--- config.mk ---
export PLATFORM = sky130hd
export DESIGN_NAME = imem_loader_flat
export DESIGN_NICKNAME = d
export VERILOG_FILES = /design/src/rtl/imem_loader_pkg.sv /design/src/rtl/imem_loader_if.sv /design/src/rtl/imem_loader_byte_packer.sv /design/src/rtl/imem_loader.sv /design/src/flat_wrapper.sv
export SDC_FILE = /design/constraint.sdc
export NUM_CORES = 1
export LEC_CHECK = 0
export ABC_CLOCK_PERIOD_IN_PS = 2000
export BUFFER_PORTS_ARGS = -buffer_cell sky130_fd_sc_hd__buf_4
export CELL_PAD_IN_SITES_DETAIL_PLACEMENT = 0
export CELL_PAD_IN_SITES_GLOBAL_PLACEMENT = 1
export CORE_MARGIN = 2
export CORE_UTILIZATION = 36
export CTS_CLUSTER_DIAMETER = 100
export DETAILED_ROUTE_END_ITERATION = 16
export GPL_TIMING_DRIVEN = 0
export PLACE_DENSITY_LB_ADDON = 0.2
export SLEW_MARGIN = 20
export SYNTH_ARGS = -nofsm -noshare
export SYNTH_HDL_FRONTEND = slang
export SYNTH_SLANG_ARGS = --single-unit
export TNS_END_PERCENT = 50
--- constraint.sdc ---
create_clock -name clk -period 2 [get_ports clk]
set_input_delay 0.1 -clock clk [delete_from_list [all_inputs] [get_ports clk]]
set_output_delay 0.1 -clock clk [all_outputs]
set_load 0.01 [all_outputs]
--- src/rtl/imem_loader_pkg.sv ---
// imem_loader_pkg: definitions shared by the instruction-memory loader files.
//   state_e        : loader FSM state encodings (CSUM is only entered when
//                    IMEM_LOADER_CHECKSUM_EN is defined)
//   BYTES_PER_WORD : host bytes packed into one instruction word
//   INST_W         : instruction word width
//   len_ok()       : accept check for a requested session length
package imem_loader_pkg;

   localparam int BYTES_PER_WORD = 4;
   localparam int INST_W         = 32;

   typedef enum logic [2:0] {
      IDLE  = 3'd0,
      RECV  = 3'd1,
      WRITE = 3'd2,
      DONE  = 3'd3,
      CSUM  = 3'd4
   } state_e;

   // A session must write at least one word and must fit in the memory.
   function automatic logic len_ok(input int n, input int depth);
      return (n >= 1) && (n <= depth);
   endfunction

endpackage

--- src/rtl/imem_loader_if.sv ---
// imem_loader_if: host byte stream, instruction-RAM write port and loader
// status in one bundle.
//   master : host side (drives start/num_words/byte_in/byte_valid)
//   slave  : loader side (drives byte_ready, mem_*, cpu_hold, busy, done, err)
interface imem_loader_if #(
   parameter int ADDR_W = 6
);
   import imem_loader_pkg::*;

   logic              start;
   logic [ADDR_W:0]   num_words;
   logic [7:0]        byte_in;
   logic              byte_valid;
   logic              byte_ready;
   logic              mem_we;
   logic [ADDR_W-1:0] mem_addr;
   logic [INST_W-1:0] mem_wdata;
   logic              cpu_hold;
   logic              busy;
   logic              done;
   logic              err;

   modport master (
      output start, num_words, byte_in, byte_valid,
      input  byte_ready, mem_we, mem_addr, mem_wdata, cpu_hold, busy, done, err
   );

   modport slave (
      input  start, num_words, byte_in, byte_valid,
      output byte_ready, mem_we, mem_addr, mem_wdata, cpu_hold, busy, done, err
   );

endinterface

--- src/rtl/imem_loader_byte_packer.sv ---
// imem_loader_byte_packer: big-endian byte-to-word shift register.
//   clk         : system clock
//   clr_i       : synchronous clear of word and byte counter
//   shift_en_i  : shift byte_i in (first byte of a word ends in [31:24])
//   byte_i      : byte to shift
//   word_o      : packed contents including a byte being shifted this cycle
//   word_full_o : this shift completes a word
module imem_loader_byte_packer
   import imem_loader_pkg::*;
(
   input  logic              clk,
   input  logic              clr_i,
   input  logic              shift_en_i,
   input  logic [7:0]        byte_i,
   output logic [INST_W-1:0] word_o,
   output logic              word_full_o
);

   logic [INST_W-1:0] word_q;
   logic [1:0]        cnt_q;

   always_ff @(posedge clk) begin
      if (clr_i) begin
         word_q <= '0;
         cnt_q  <= '0;
      end else if (shift_en_i) begin
         word_q <= {word_q[INST_W-9:0], byte_i};
         cnt_q  <= cnt_q + 2'd1;   // wraps to 0 on the last byte of a word
      end
   end

   // Look-ahead view lets the FSM capture the full word on the same edge
   // that accepts its last byte, so the write lands one cycle later.
   assign word_o      = shift_en_i ? {word_q[INST_W-9:0], byte_i} : word_q;
   assign word_full_o = shift_en_i && (cnt_q == 2'(BYTES_PER_WORD - 1));

endmodule

--- src/rtl/imem_loader.sv ---
// imem_loader: packs a host byte stream into 32-bit words and writes them
// into the instruction RAM, holding the CPU in reset during the session.
//   clk : system clock
//   rst : synchronous active-high reset
//   bus : imem_loader_if.slave (start/num_words, byte stream, RAM write port,
//         cpu_hold/busy/done/err status)
// Optional: define IMEM_LOADER_CHECKSUM_EN to require a trailing XOR
// checksum byte after the payload; a mismatch sets err.
module imem_loader
   import imem_loader_pkg::*;
#(
   parameter int ADDR_W = 6
)(
   input  logic         clk,
   input  logic         rst,
   imem_loader_if.slave bus
);

   localparam int DEPTH = 1 << ADDR_W;

   state_e            state_q;
   logic [ADDR_W-1:0] last_q;      // index of the final word of the session
   logic [ADDR_W-1:0] word_cnt_q;
   logic              byte_ready_q;
   logic              mem_we_q;
   logic [ADDR_W-1:0] mem_addr_q;
   logic [INST_W-1:0] mem_wdata_q;
   logic              cpu_hold_q;
   logic              busy_q;
   logic              done_q;
   logic              err_q;
`ifdef IMEM_LOADER_CHECKSUM_EN
   logic [7:0]        csum_q;
`endif

   logic              idle_like;
   logic              start_acc;
   logic              byte_acc;
   logic              pk_shift;
   logic              pk_clr;
   logic [INST_W-1:0] pk_word;
   logic              pk_full;

   assign idle_like = (state_q == IDLE) || (state_q == DONE);
   assign start_acc = bus.start && idle_like && len_ok(int'(bus.num_words), DEPTH);
   assign byte_acc  = bus.byte_valid && byte_ready_q;
   assign pk_shift  = byte_acc && (state_q == RECV);
   // Clearing on reset is what discards a partial word from an aborted session.
   assign pk_clr    = rst || start_acc;

   imem_loader_byte_packer u_packer (
      .clk         (clk),
      .clr_i       (pk_clr),
      .shift_en_i  (pk_shift),
      .byte_i      (bus.byte_in),
      .word_o      (pk_word),
      .word_full_o (pk_full)
   );

   always_ff @(posedge clk) begin
      if (rst) begin
         state_q      <= IDLE;
         last_q       <= '0;
         word_cnt_q   <= '0;
         byte_ready_q <= 1'b0;
         mem_we_q     <= 1'b0;
         mem_addr_q   <= '0;
         mem_wdata_q  <= '0;
         cpu_hold_q   <= 1'b0;
         busy_q       <= 1'b0;
         done_q       <= 1'b0;
         err_q        <= 1'b0;
`ifdef IMEM_LOADER_CHECKSUM_EN
         csum_q       <= '0;
`endif
      end else begin
         mem_we_q <= 1'b0;
         case (state_q)
            IDLE, DONE: begin
               if (bus.start) begin
                  if (start_acc) begin
                     last_q       <= ADDR_W'(bus.num_words - 1'b1);
                     word_cnt_q   <= '0;
                     done_q       <= 1'b0;
                     err_q        <= 1'b0;
                     busy_q       <= 1'b1;
                     cpu_hold_q   <= 1'b1;
                     byte_ready_q <= 1'b1;
                     state_q      <= RECV;
`ifdef IMEM_LOADER_CHECKSUM_EN
                     csum_q       <= '0;
`endif
                  end else begin
                     err_q   <= 1'b1;
                     done_q  <= 1'b0;
                     state_q <= IDLE;
                  end
               end
            end
            RECV: begin
               if (byte_acc) begin
`ifdef IMEM_LOADER_CHECKSUM_EN
                  csum_q <= csum_q ^ bus.byte_in;
`endif
                  if (pk_full) begin
                     byte_ready_q <= 1'b0;
                     mem_we_q     <= 1'b1;
                     mem_addr_q   <= word_cnt_q;
                     mem_wdata_q  <= pk_word;
                     state_q      <= WRITE;
                  end
               end
            end
            WRITE: begin
               word_cnt_q <= word_cnt_q + 1'b1;
               if (word_cnt_q == last_q) begin
`ifdef IMEM_LOADER_CHECKSUM_EN
                  byte_ready_q <= 1'b1;
                  state_q      <= CSUM;
`else
                  busy_q       <= 1'b0;
                  cpu_hold_q   <= 1'b0;
                  done_q       <= 1'b1;
                  state_q      <= DONE;
`endif
               end else begin
                  byte_ready_q <= 1'b1;
                  state_q      <= RECV;
               end
            end
`ifdef IMEM_LOADER_CHECKSUM_EN
            CSUM: begin
               if (byte_acc) begin
                  if (bus.byte_in != csum_q) err_q <= 1'b1;
                  byte_ready_q <= 1'b0;
                  busy_q       <= 1'b0;
                  cpu_hold_q   <= 1'b0;
                  done_q       <= 1'b1;
                  state_q      <= DONE;
               end
            end
`endif
            default: state_q <= IDLE;
         endcase
      end
   end

   assign bus.byte_ready = byte_ready_q;
   assign bus.mem_we     = mem_we_q;
   assign bus.mem_addr   = mem_addr_q;
   assign bus.mem_wdata  = mem_wdata_q;
   assign bus.cpu_hold   = cpu_hold_q;
   assign bus.busy       = busy_q;
   assign bus.done       = done_q;
   assign bus.err        = err_q;

endmodule

--- src/flat_wrapper.sv ---
// flat-port wrapper written by rule: the top's interface ports become plain ports
module imem_loader_flat import imem_loader_pkg::*;
#(
   parameter int ADDR_W = 6
)
  (clk, rst, bus_start, bus_num_words, bus_byte_in, bus_byte_valid, bus_byte_ready, bus_mem_we, bus_mem_addr, bus_mem_wdata, bus_cpu_hold, bus_busy, bus_done, bus_err);
  imem_loader_if #(.ADDR_W(ADDR_W)) bus_i ();
  input  logic clk;
  input  logic rst;
  input wire logic [$bits(bus_i.start)-1:0] bus_start;
  input wire logic [$bits(bus_i.num_words)-1:0] bus_num_words;
  input wire logic [$bits(bus_i.byte_in)-1:0] bus_byte_in;
  input wire logic [$bits(bus_i.byte_valid)-1:0] bus_byte_valid;
  output wire logic [$bits(bus_i.byte_ready)-1:0] bus_byte_ready;
  output wire logic [$bits(bus_i.mem_we)-1:0] bus_mem_we;
  output wire logic [$bits(bus_i.mem_addr)-1:0] bus_mem_addr;
  output wire logic [$bits(bus_i.mem_wdata)-1:0] bus_mem_wdata;
  output wire logic [$bits(bus_i.cpu_hold)-1:0] bus_cpu_hold;
  output wire logic [$bits(bus_i.busy)-1:0] bus_busy;
  output wire logic [$bits(bus_i.done)-1:0] bus_done;
  output wire logic [$bits(bus_i.err)-1:0] bus_err;
  assign bus_i.start = bus_start;
  assign bus_i.num_words = bus_num_words;
  assign bus_i.byte_in = bus_byte_in;
  assign bus_i.byte_valid = bus_byte_valid;
  assign bus_byte_ready = bus_i.byte_ready;
  assign bus_mem_we = bus_i.mem_we;
  assign bus_mem_addr = bus_i.mem_addr;
  assign bus_mem_wdata = bus_i.mem_wdata;
  assign bus_cpu_hold = bus_i.cpu_hold;
  assign bus_busy = bus_i.busy;
  assign bus_done = bus_i.done;
  assign bus_err = bus_i.err;
  imem_loader #(.ADDR_W(ADDR_W)) u_core (.clk(clk), .rst(rst), .bus(bus_i));
endmodule
==> impl_results.md, run 1 <==
* Fin crit period at 1927 ps
* Vias in the first global route at about 2900
* Clock Tree Buf Depth at 2
* Post-synth top flop: dfxtp_1
* DRT Pass-1 Iters at 4
* PwrDens at 991.8 mW/mm2
* Mapped Nets at 437
* Avg WL per Cell at 13.40 um
* Root Driver: clkbuf_8
* CP Max Fanout at 4
* Post-synth cell types at 36
* Share of cells above drive strength 1 at 0.2171
* Register area at 0.001664 mm2
* Slew Viols, Final at 0
* Critical Path End: u_core.bus.byte_ready$_SDFFE_PP0P_
* Fin nets at 524
* DIE HEIGHT at about 100 um
* Worst min-delay path class: in2reg
* Post-synth EDFFs at 0
* Critical path launch point type: flop
* Peak Freq at roughly 0.52 GHz
* Slew HR at 0.5670
* FF-to-FF Start: u_core.state_q[0]$_SDFFE_PP0P_
* RSZ-0062 raised after global routing: true
* I/O pin total at between 60 and 70
* Arrival time at the worst endpoint at 2180 ps
* Clock share of power at 0.345
* DR vias at slightly below 3000
* Starting Density at 0.3743
* Cells after synthesis at 410
* CTS H-tree depth at 3
* Reg2reg end: u_core.bus.byte_ready$_SDFFE_PP0P_
* Mean Syn Cell Area at approximately 8 um2
* CTS tree: built
* Setup Skew at 10.59 ps
* Die W at roughly 100 um
* Critical Path RT at ~2300 ps
* Detailed Route WL at slightly above 8000 um
* Buffers on Ports at 62
* Clk slew on worst S/H paths at ~80 ps
* Flop pwr share at 0.417
* Die ar. at just under 0.01 mm2
* Number of synthesized register bits at 83
* Commonest cells in the netlist: nand2_1, dfxtp_1, a21oi_1, nor2_1, clkbuf_1
* Class of the most critical setup path: reg2reg
* Top cells by area, synth: dfxtp_1, nand2_1, a21oi_1, ha_1, nor2_1
* Pint at slightly above 3 mW
* Overflow after GRT at 0
* Pwr Total at around 4.3 mW
* Total GRT Usage at 0.1705
* Routability cong. at around 0.79
* Seq/Total Area, Yosys at 0.5042
* NetSw at 1.242 mW
* Final Hold Violating Endpoints at 0
* Routed Antenna Nets at 0
* Yosys top cell area share at 0.5042
* CTS buffer count at 9
* Largest net degree at the start of global routing at 20
* Multi-input gate area at ~0.0015 mm2
* Fillcell total at just over 900
* Reg2reg setup slack at about 73 ps
* CP endpoint kind: flop
* Max-cap violation count at 0
* Lkg Pwr at 1.668 nW
* # diodes at 0
* Residual DRC at 0
* Post-Syn Area at approximately 0.0033 mm2
* Status: completed
* Dominant cell by count in the synthesized netlist: nand2_1
* Detailed placement HPWL at 5814 um
* Core area at between 0.008 and 0.009 mm2
* Final Setup Violations at 0
* Initial antenna violation count at 0
* IR drop worst, VDD at approximately 0.00043 V
* Worst R2R Path Depth at 7
* Least-Margin Pin Slew at roughly 640 ps
* CTS sink cnt at 83
* Ys Warns at 0
* Post-synth ARST share at 0
* Std-Cell Rows at 34
* First-pass GRT wire length at 13420 um
* P&R area growth vs syn at 32.23%
* Fin util at 0.4949
* CP Launch Point: u_core.state_q[0]$_SDFFE_PP0P_
* Clk_lat worst skew at approximately 360 ps
* Gate power share at 0.238
* Routed vias/inst at ~5
* Initial drt markers at 86
* Fin crit share at 0.9635
* Synth area leader: dfxtp_1
* Switching part of the total at 0.2874
worst min-delay path by stage:
stage                                 from                             to  slack, ps  depth (start not counted)
after floorplan           bus_num_words[0]  u_core.last_q[0]$_SDFFE_PP0P_        200                          1
after global routing      bus_num_words[5]  u_core.last_q[5]$_SDFFE_PP0P_         50                          3
after detailed placement  bus_num_words[0]  u_core.last_q[0]$_SDFFE_PP0P_        330                          2
final                     bus_num_words[5]  u_core.last_q[5]$_SDFFE_PP0P_         60                          3
after CTS                 bus_num_words[5]  u_core.last_q[5]$_SDFFE_PP0P_         60                          3
after global placement    bus_num_words[0]  u_core.last_q[0]$_SDFFE_PP0P_        320                          2
registers in the layout (all words and copies together), names as in the netlist:
register	count
u_core.bus.busy	1
u_core.bus.byte_ready	1
u_core.bus.err	1
u_core.bus.mem_addr	6
u_core.state_q	2
u_core.bus.done	1
u_core.u_packer.word_q	24
u_core.u_packer.cnt_q	2
u_core.bus.mem_we	1
u_core.word_cnt_q	6
u_core.last_q	6
u_core.bus.mem_wdata	32
worst max-delay path, stage by stage (launching register included):
cell and delay [ps]:
dfxtp_2 340, inv_2 40, ha_4 270, nand2_4 50, a41o_1 250, or2_4 270
a221oi_4 300, mux2_4 320
cells in the final DEF (no fill, tap or decap), types with 7 or more instances in the layout:
cell type      count
a21oi_1           70
buf_4             69
clkbuf_8          10
xnor2_1            7
dfxtp_1           81
dlygate4sd3_1     10
nand2_1          129
a211oi_1           7
nor2_1            20
clkbuf_1          15
what timing repair did:
action / CTS / global route
resized for setup: 4 / 20
pin swaps: 3 / 2
setup endpoints to repair: 31 / 60
hold buffers: 10 / 0
endpoints found under the hold margin: 16 / 0
setup buffers: 4 / 2
stage by stage:
stage	std cells	hold WS (ps)	area (um2)	setup TNS [ps]	worst slack, ps
after CTS	609	55.57	4294	0	6.298
final	610	62.97	4358	0	72.95
after detailed placement	580	327.9	3910	-3502	-204.6
after global routing	610	50.97	4358	-11.32	-5.823
after floorplan	410	195.6	3309	0	12.48
after global placement	580	324.1	3910	-2783	-169.9
power groups by stage:
stage / Clock [mW] / Sequential [mW] / Combinational [mW]
after global placement: 0 / 1.84 / 0.798
final: 1.49 / 1.80 / 1.03
after detailed placement: 0 / 1.84 / 0.807
after global routing: 1.60 / 1.81 / 1.13
after CTS: 1.52 / 1.80 / 0.894
after floorplan: 0 / 1.84 / 0.561
cell families after synthesis:
group                    after synthesis  synth area share
XOR/XNOR                              10           0.02658
AND/OR/NAND/NOR                      180            0.2289
multiplexers                           2          0.006454
adder cells (fa/ha/maj)                8           0.03037
flip-flops                            83            0.5042
AO/OA/AOI/OAI                         92            0.1564
buffers and inverters                 35           0.04708
cell type report:
class | instances | area share
inverter | 6 | 0.005168
multi-input combinational | 292 | 0.3531
clock buffer | 11 | 0.03244
sequential | 83 | 0.3819
clock inverter | 5 | 0.02498
timing repair buffer | 78 | 0.1401
buffer | 27 | 0.03129
tap | 108 | 0.03101
layer usage:
metal  global-route usage  part of all wire  vias up
met5                    0                 0        -
met4              0.06112             0.018        0
met3              0.05552             0.043       16
met2               0.2890              0.48       59
met1               0.2021              0.46     1360
li1                     -                 -     1530
Power figures use the tool's default switching activity.
==> run 2, diff against run 1 <==
- PLACE_DENSITY_LB_ADDON: 0.2 -> 0.3
==> impl_results.md, run 2 (synthesis gave the netlist of run 1 again) <==
* I/O pin total at 63 (unchanged)
* Slowest-stage cell, CP: dfxtp_2
* CP Cell Sequence: inv_2, ha_4, nand2_2, a41o_1, or2_4, a221oi_2, mux2_1
* CP Max Fanout at 3 (-1)
* Routed vias/inst at 4.857 (about the same)
* Fillcell total at 916 (-0.54%)
* Slew HR at 0.6117 (+0.04470)
* DIE HEIGHT at 99.68 um (unchanged)
* Hold path cells at 3 (unchanged)
* CP endpoint kind: flop
* Worst path bufs/invs at 1 (unchanged)
* Max FFs per register at 32 (unchanged)
* Worst min-delay path class: in2reg
* Critical path launch point type: flop
* # diodes at 0 (unchanged)
* Slew Viols, Final at 0 (unchanged)
* DRT Pass-1 Iters at 4 (unchanged)
* Initial antenna violation count at 0 (unchanged)
* Final Setup Violations at 0 (unchanged)
* Peak Freq at 0.5178 GHz (-0.21%)
* CP delay by family, top: compound AO/OA/AOI/OAI gates
* Clk slew on worst S/H paths at 90 ps (about the same)
* Arrival time at the worst endpoint at 2170 ps (about the same)
* Detailed Route WL at 7869 um (-3.7%)
* Clock Tree Buf Depth at 2 (unchanged)
* Residual DRC at 0 (unchanged)
* Fin crit period at 1931 ps (+4.090 ps)
* Status: completed
* Setup TNS at 0 ps (unchanged)
* Vias in the first global route at 2931 (+1.8%)
* First-pass GRT wire length at 13230 um (-1.4%)
* Reg2reg setup slack at 70 ps (about the same)
* Fin crit share at 0.9656 (+0.002045)
* Root Driver: clkbuf_8
* Routed Antenna Nets at 0 (unchanged)
* Detailed placement HPWL at 5736 um (-1.3%)
* CP max stage delay at 350 ps (about the same)
* CTS tree: built
* Routability cong. at 0.7796 (-0.97%)
* Dpl cells at 580 (unchanged)
* Critical Path RT at 2240 ps (about the same)
* DR vias at 2963 (-0.067%)
* Clk_lat worst skew at 360 ps (about the same)
* Overflow after GRT at 0 (unchanged)
* Reg2reg end: u_core.bus.byte_ready$_SDFFE_PP0P_
* Die ar. at 0.009936 mm2 (unchanged)
* CTS sink cnt at 83 (unchanged)
* Hold Path End: u_core.last_q[5]$_SDFFE_PP0P_
* Hold path startpoint: bus_num_words[5]
* Setup Skew at 11.53 ps (+0.9337 ps)
* Most frequent cells in the layout: nand2_1, dfxtp_1, buf_4
* CTS buffer count at 9 (unchanged)
* Max-cap violation count at 0 (unchanged)
* Avg WL per Cell at 12.90 um (-3.7%)
* Commonest non-fill, non-tap cell in the layout: nand2_1
* Std-Cell Rows at 34 (unchanged)
* Share of cells above drive strength 1 at 0.2171 (unchanged)
* Worst R2R Path Depth at 7 (unchanged)
* Starting Density at 0.3743 (unchanged)
* CTS H-tree depth at 3 (unchanged)
* Pwr Total at 4.012 mW (-7.2%)
* Fin nets at 524 (unchanged)
* Hold_ws at 64.07 ps (+1.104 ps)
* Initial drt markers at 104 (+21%)
* Class of the most critical setup path: reg2reg
* FF-to-FF Start: u_core.state_q[0]$_SDFFE_PP0P_
* Lkg Pwr at 1.641 nW (-1.6%)
* Final Hold Violating Endpoints at 0 (unchanged)
* Non-Filler Instances at 610 (unchanged)
* CP Depth at 7 (unchanged)
* Core area at 0.008806 mm2 (unchanged)
* Buffers on Ports at 62 (unchanged)
* P&R area growth vs syn at 30.07%
* Die W at 99.68 um (unchanged)
* IR drop worst, VDD at 0.0004193 V (-3.6%)
* PwrDens at 936.0 mW/mm2 (-5.6%)
* Total GRT Usage at 0.1668 (-0.003634)
* Least-Margin Pin Slew at 582.4 ps (-62.09 ps)
* Largest net degree at the start of global routing at 20 (unchanged)
==> run 2: cell count changes in the layout (fill, tap and decap cells not counted), moves of 2 or more <==
cell	before	now
bufinv_16	3	1
buf_2	5	2
inv_6	0	2
buf_4	69	72
clkbuf_1	15	13
==> run 2: power by group <==
| part | internal, mW | total (mW) | switching, mW |
|---|---|---|---|
| clock network | 0.622 | 1.25 | 0.633 |
| registers | 1.73 | 1.80 | 0.0671 |
| logic | 0.443 | 0.958 | 0.514 |
==> run 2: worst min-delay path, delay by kind of cell <==
kind                      cells  cell delay (ps)
xor gates and xnor gates      1              110
AOI/OAI and AO/OA             1               60
buffers and inverters         1              100
==> run 2: cell type report <==
type	instances	area, um2	area share
timing repair buffer	78	610.6	0.1424
buffer	27	141.4	0.03298
tap	108	135.1	0.03152
inverter	6	22.52	0.005254
clock buffer	10	137.6	0.03211
sequential	83	1663	0.3879
clock inverter	6	71.32	0.01664
multi-input combinational	292	1505	0.3511
==> run 2: how the worst max path moves through the flow <==
stage,startpoint,endpoint,slack [ps]
2_1_floorplan,u_core.state_q[0]$_SDFFE_PP0P_,u_core.bus.byte_ready$_SDFFE_PP0P_,10
3_3_place_gp,u_core.state_q[1]$_SDFFE_PP0P_,u_core.bus.mem_wdata[14]$_SDFFE_PP0P_,-130
3_5_place_dp,u_core.state_q[1]$_SDFFE_PP0P_,u_core.bus.mem_wdata[21]$_SDFFE_PP0P_,-160
4_1_cts,u_core.state_q[0]$_SDFFE_PP0P_,u_core.bus.byte_ready$_SDFFE_PP0P_,4
5_1_grt,u_core.state_q[0]$_SDFFE_PP0P_,u_core.bus.mem_wdata[21]$_SDFFE_PP0P_,-1
6_report,u_core.state_q[0]$_SDFFE_PP0P_,u_core.bus.byte_ready$_SDFFE_PP0P_,70
==> run 2: what timing repair did <==
item                                   CTS  global route
cloned                                   0             0
setup endpoints to repair               31            67
hold buffers                            10             0
resized for setup                        1            24
setup buffers                            6             0
pin swaps                                3             3
endpoints found under the hold margin   18             0
==> run 2: per-stage QoR <==
| stage | util | setup slack, ps | area [um2] |
|---|---|---|---|
| floorplan | - | 12.48 | 3309 |
| global placement | 0.4440 | -131.1 | 3910 |
| detailed placement | 0.4440 | -159.2 | 3910 |
| CTS | 0.4841 | 4.176 | 4263 |
| global route | 0.4868 | -0.9848 | 4287 |
| finish | 0.4868 | 68.86 | 4287 |
==> run 2: routing by layer <==
metal / up-vias / track usage / wire (um)
li1: 1529 / - / -
met1: 1363 / 0.2067 / 3677
met2: 60 / 0.2833 / 3720
met3: 11 / 0.02741 / 323
met4: 0 / 0.07798 / 148
met5: - / 0 / 0
